`config.mk`:
```
export PLATFORM = sky130hd
export DESIGN_NAME = reg_file
export DESIGN_NICKNAME = d
export VERILOG_FILES = /design/src/rtl/reg_file.sv
export SDC_FILE = /design/constraint.sdc
export NUM_CORES = 2
export LEC_CHECK = 0
export ABC_AREA = 1
export ABC_CLOCK_PERIOD_IN_PS = 2000
export CORE_ASPECT_RATIO = 0.5
export CORE_MARGIN = 4
export CORE_UTILIZATION = 29
export DETAILED_ROUTE_END_ITERATION = 16
export PLACE_DENSITY = 0.45
export REMOVE_ABC_BUFFERS = 1
export SLEW_MARGIN = 20
export SYNTH_ARGS = -nofsm -noshare
export SYNTH_HDL_FRONTEND = slang
export SYNTH_SLANG_ARGS = --single-unit
```
`constraint.sdc`:
```
create_clock -name clk -period 2 [get_ports clk]
set_input_delay 0.4 -clock clk [delete_from_list [all_inputs] [get_ports clk]]
set_output_delay 0.4 -clock clk [all_outputs]
set_load 0.01 [all_outputs]
```
`src/rtl/reg_file.sv`:
```
// -----------------------------------------------------------------------------
// reg_file
// 32-entry x 32-bit integer register file for the RV32I core.
// It has two combinational read ports for decode and one synchronous write
// port for writeback. x0 is hardwired to zero.
//
// Ports:
//   clk           system clock; all state changes on the rising edge
//   rst           synchronous active-high reset; clears every register
//   RegWEn        write enable for the write port
//   ReadReg1      read port 1 register index
//   ReadReg2      read port 2 register index
//   WriteReg      write port register index
//   RegWriteData  write data
//   RegReadData1  contents of register ReadReg1 (0 for x0)
//   RegReadData2  contents of register ReadReg2 (0 for x0)
// -----------------------------------------------------------------------------
module reg_file #(
  parameter int DATA_WIDTH = 32,
  parameter int ADDR_WIDTH = 5
) (
  input  logic                  clk,
  input  logic                  rst,
  input  logic                  RegWEn,
  input  logic [ADDR_WIDTH-1:0] ReadReg1,
  input  logic [ADDR_WIDTH-1:0] ReadReg2,
  input  logic [ADDR_WIDTH-1:0] WriteReg,
  input  logic [DATA_WIDTH-1:0] RegWriteData,
  output logic [DATA_WIDTH-1:0] RegReadData1,
  output logic [DATA_WIDTH-1:0] RegReadData2
);

  localparam int Depth = 2 ** ADDR_WIDTH;

  logic [DATA_WIDTH-1:0] regs_q [Depth];
  logic [DATA_WIDTH-1:0] regs_d [Depth];

  // Next-state for the storage array. Only one entry can change per cycle.
  // Writes to index 0 are dropped here, so x0 keeps its reset value of zero.
  always_comb begin
    regs_d = regs_q;
    if (RegWEn && (WriteReg != '0)) begin
      regs_d[WriteReg] = RegWriteData;
    end
  end

  // Storage update. Reset takes priority over a write in the same cycle, and
  // it also clears x0, so the whole array is defined after the first reset.
  always_ff @(posedge clk) begin
    if (rst) begin
      for (int i = 0; i < Depth; i++) begin
        regs_q[i] <= '0;
      end
    end else begin
      regs_q <= regs_d;
    end
  end

  // Combinational reads with no write bypass. A same-cycle write shows up
  // only after the edge. Index 0 is forced to zero here as well as being
  // write-protected, so a read of x0 never depends on the array contents.
  assign RegReadData1 = (ReadReg1 == '0) ? '0 : regs_q[ReadReg1];
  assign RegReadData2 = (ReadReg2 == '0) ? '0 : regs_q[ReadReg2];

endmodule

```
### Yosys cells after proc, flatten, opt, wreduce, memory -nomap -nowiden

Index checks and enable logic that the tools add are counted.

* magnitude comparators: 4
* multiplexer cells: 11
* bitwise operators: 3
* reductions and logical operators: 5

Operators by type and width (number)
* bitwise mux 1024 bit: 1
* binary-select mux 32 bit (select 5 bit): 2
* 2-to-1 mux 32 bit: 7
* demux 32 bit (select 5 bit): 1
* greater-or-equal comparator 6 bit (second input constant): 3
* NOT 5 -> 6 bit: 3
* zero test 5 bit: 2
* < comparator 6 x 1 -> 1 bit (second input constant): 1
* nonzero test 5 bit: 1
* logical AND 1 bit: 2

* bits in registers: 1024
* input port bits: 50
* logic and storage cells: 55

### Depth between registers and ports, before layout

* word-level depth: 6
* depth in mapped cells: 12
* mapped depth without buffers: 9

### Worst setup path before layout

OpenSTA, ideal clock, no wires.

* path type: in2out
* from: input ReadReg1[1]
* to: output RegReadData1[0]
* arrival: 1648 ps
* slack: -48 ps
* stages on the path: 9
* path buffers: 4
* cells stage by stage: buf_2 -> inv_1 -> buf_2 -> buf_2 -> clkbuf_1 -> a21oi_1 -> nor2_1 -> nor2_1 -> nor2_1

* cells in the longest elaborated chain, start to end: 5
* elaborated cells between the ends (all ways): 6
* classes of those cells: mux: 4; bitwise: 1; reduce/logical: 1

RTL lines
* from (decl): RTL line 25 `input logic [ADDR_WIDTH-1:0] ReadReg1,`
* NOT 5 -> 6 bit (implied by the code): RTL line 62 `assign RegReadData1 = (ReadReg1 == '0) ? '0 : regs_q[ReadReg1];`
* binary-select mux 32 bit (select 5 bit): RTL line 62
* 2-to-1 mux 32 bit (implied by the code) (2 in series): RTL line 62
* 2-to-1 mux 32 bit *: RTL line 62
* to (decl): RTL line 29 `output logic [DATA_WIDTH-1:0] RegReadData1,`

Mark *: on every way between the ends. The rest lies on a longest branch, timed or not. The select of a mux whose other input is x is not followed.

### Worst setup path in the final report

* from: input ReadReg1[1]
* to: output RegReadData1[16]

The elaborated chain is that of the path after synthesis.

==> flow_summary_export.csv <==
group,metric,value,unit
outcome,status,"finished, violations left",
outcome,failed_checks,"negative setup slack",
worst_setup_path,cp_max_fo,17,
timing,relSlewSlack,0.358,
worst_setup_path,startpoint,"ReadReg1[1]",
power_and_ir_drop,switchingPower,16.4,mW
cells_and_area,largest_reg_flops,1024,
clock_tree,clk_pin_slew_worst_paths,70,ps
worst_setup_path,r2r-start,"regs_q[302]$_SDFFE_PP0P_",
cells_and_area,area_growth_syn_to_layout,41.9,%
grt,antenna_found_initial,7,
grt,grt_pass1_wl,422000,um
worst_setup_path,crit_arrival,2190,ps
cells_and_area,drive_above_1_share,0.303,
yosys,synth_common_cells,"nand2_1 (2068), o21ai_0 (1173), nand3_1 (1054)",
routing,via_per_inst,5.47,
timing,period_needed,2590,ps
yosys,synth.distinct_cells,23,
routing,drc,0,
min_path,hp-class,"flip-flop to flip-flop",
worst_setup_path,r2r_end,"regs_q[302]$_SDFFE_PP0P_",
timing,slew_viol_final,0,
placed_design,dp_cells,11697,
yosys,synthAdderAreaFrac,0,
worst_setup_path,crit_type,"primary input to output pin",
clock_tree,cts_made_buffers,109,
placed_design,io_buffers,113,
floorplan,ioPinCount,114,
cells_and_area,nNetsFinal,9415,
worst_setup_path,r2r_slack,1100,ps
power_and_ir_drop,seqPwrFrac,0.391,
worst_setup_path,critPathLaunchType,"primary input",
cells_and_area,largestRegisters,"regs_q: 1024 flops",
yosys,synthesis.instances,8789,
yosys,synth-seq-area-share,0.375,
worst_setup_path,setup.worst_path.end,"RegReadData1[16]",
power_and_ir_drop,power_per_cell_area,687,mW/mm^2
yosys,synth-simple-area-share,0.325,
power_and_ir_drop,combPwrFrac,0.189,
grt,overflow,0,
timing,setup_slack,-593,ps
clock_tree,cts.sinks,1024,
yosys,synth-main-ff-cell,"dfxtp_1",
worst_setup_path,path_cells,"buf_12 > inv_12 > buf_12 > buf_4 > nor2_1 > o21ai_0 > nand3_1 > nand2_2 > nor2_4 > nor2_4 > nor2_4 > buf_6",
cells_and_area,stdcell_count,11971,
cells_and_area,utilization,0.415,
timing,worst_pin_slew,962,ps
timing,fin_worst_skew,0,ps
min_path,hold_path_depth,2,
placed_design,dp_hpwl,195000,um
power_and_ir_drop,ir_drop,0.000786,V
routing,firstDrtPassIters,6,
clock_tree,htreeDepth,3,
routing,post_drt_wl_per_cell,24.9,um
grt,grt_pass1_vias,59047,
yosys,synth_top_family_by_area,"simple AND/OR/NAND/NOR gates",
timing,rsz0062_at_grt,"yes",
clock_tree,cts_tree,"done",
routing,num_vias,65481,
clock_tree,clkLatencyLatePin,760,ps
routing,ant_nets,0,
yosys,synth-seq-cells,1024,
worst_setup_path,endpoint_kind,"output pin",
grt,grtUsageTotal,0.287,
placed_design,gp_congestion,0.938,
floorplan,core-area,0.187,mm^2
clock_tree,cts_max_path_buffers,3,
power_and_ir_drop,power.leakage,31.4,nW
timing,fin_crit_sh,1.30,
yosys,synth_edf_count,0,
floorplan,die_y,315,um
cells_and_area,largest-register,"regs_q",
worst_setup_path,crit_top_cell,"nor2_4",
yosys,synthMuxAreaShare,0,
floorplan,fp.dieW,622,um
floorplan,rows,112,
yosys,synth_compound_area_frac,0.217,
timing,fmax,386,MHz
yosys,ys_warn_count,0,
timing,setup_violations,64,
clock_tree,clockRootBuffer,"clkbuf_16",
yosys,yosys.area.top_type,"dfxtp_1",
yosys,netlist.area_leader.share,0.375,
floorplan,die_area,0.196,mm^2
grt,grt_max_degree,89,
yosys,async_flop_share,0,
job,maxCapViolations,0,
yosys,postSynthAreaPerCell,6.23,um^2
yosys,synth_area,0.0547,mm^2
yosys,synthTopCellsByArea,"dfxtp_1 (37%), nand2_1 (14%), o21ai_0 (11%)",
routing,routed_wl,298000,um
worst_setup_path,reg2regPathDepth,4,
worst_setup_path,crit_required,1600,ps
power_and_ir_drop,swShare,0.309,
yosys,synth_most_common_cell,"nand2_1",
floorplan,initial_utilization,0.293,
power_and_ir_drop,clkPwrFrac,0.420,
timing,final_hold_viol_count,0,
yosys,synthXorXnorAreaFrac,0,
power_and_ir_drop,p_int,36.9,mW
worst_setup_path,critPathMaxStageDelay,220,ps
routing,drt-initial-drc-count,8529,
worst_setup_path,crit_slowest_cell,"buf_4",
## logic make-up after synthesis
| family | after synthesis |
|---|---|
| and+or+nand+nor | 4275 |
| DFF | 1024 |
| AOI/OAI and AO/OA | 2339 |
| buffers and inverters | 1151 |
## routing by layer
layer  global-route usage  vias to the layer above  share of wire
met5                    0                        -       0.000044
li1                     -                    30466              -
met2                0.412                     3203           0.40
met4               0.0822                        2          0.031
met3               0.0618                      507           0.10
met1                0.426                    31303           0.46
## cell type report
| cell class | instances | area, um^2 |
|---|---|---|
| Multi-Input combinational cell | 6614 | 33800 |
| Tap cell | 2508 | 3140 |
| Fill cell | 19419 | 109000 |
| Clock buffer | 144 | 3090 |
| Timing Repair Buffer | 1295 | 14500 |
| Inverter | 320 | 1290 |
| Sequential cell | 1024 | 21100 |
| Timing Repair inverter | 1 | 11.3 |
| Clock inverter | 60 | 723 |
| Antenna cell | 5 | 12.5 |
## repair_timing
| action | 4_1_cts | 5_1_grt |
|---|---|---|
| hold buffers | 1 | 0 |
| gates cloned | 23 | 18 |
| setup buffers | 55 | 31 |
| endpoints found under the setup margin | 64 | 64 |
| resized for setup | 1303 | 889 |
| pin swaps | 325 | 419 |
| endpoints found under the hold margin | 14 | 0 |
## power groups by stage
stage,Clock [mW],Combinational (mW),Sequential (mW)
global route,23.5,10.5,20.8
CTS,22.7,9.22,20.8
detailed placement,0,8.34,21.3
global placement,0,8.35,21.3
floorplan,0,3.01,21.2
finish,22.4,10.1,20.8
## cells in the final DEF, fill, tap and decap left out, drive strengths merged
master            n
dlygate4sd3       1
clkinvlp          6
buf            1234
o21ai          1320
nor2            943
o211ai           62
dfxtp          1024
clkinv           68
nor3            195
a21oi           957
clkdlybuf4s50    38
nand3          1054
diode             5
bufbuf            5
bufinv           13
nor4              4
inv             294
clkbuf          161
nand2          2072
nand4             7
## critical path, delay by kind of cell
kind	cells	cell delay [ps]
AND/OR/NAND/NOR	6	760
AO/OA/AOI/OAI	1	100
buffers and inverters	5	840
## worst min-delay path by stage
stage / startpoint / end / slack, ps
final: regs_q[1012]$_SDFFE_PP0P_ / regs_q[1012]$_SDFFE_PP0P_ / 430
after detailed placement: regs_q[1009]$_SDFFE_PP0P_ / regs_q[1009]$_SDFFE_PP0P_ / 430
after CTS: RegWriteData[6] / regs_q[934]$_SDFFE_PP0P_ / 380
after global routing: RegWriteData[6] / regs_q[934]$_SDFFE_PP0P_ / 420
after global placement: regs_q[1006]$_SDFFE_PP0P_ / regs_q[1006]$_SDFFE_PP0P_ / 430
after floorplan: regs_q[1003]$_SDFFE_PP0P_ / regs_q[1003]$_SDFFE_PP0P_ / 410
## through the flow
step / power [mW] / setup WS [ps] / TNS [ps] / area, um^2 / hold WS, ps
after floorplan: 24.2 / -4300 / -4282750 / 51300 / 413
after global placement: 29.6 / -1500 / -345450 / 67200 / 428
final: 53.3 / -593 / -29160 / 77700 / 431
after CTS: 52.7 / -588 / -30630 / 74600 / 377
after global routing: 54.8 / -663 / -32840 / 77600 / 416
after detailed placement: 29.6 / -1470 / -348950 / 67200 / 427
(Power assumes the default switching activity.)
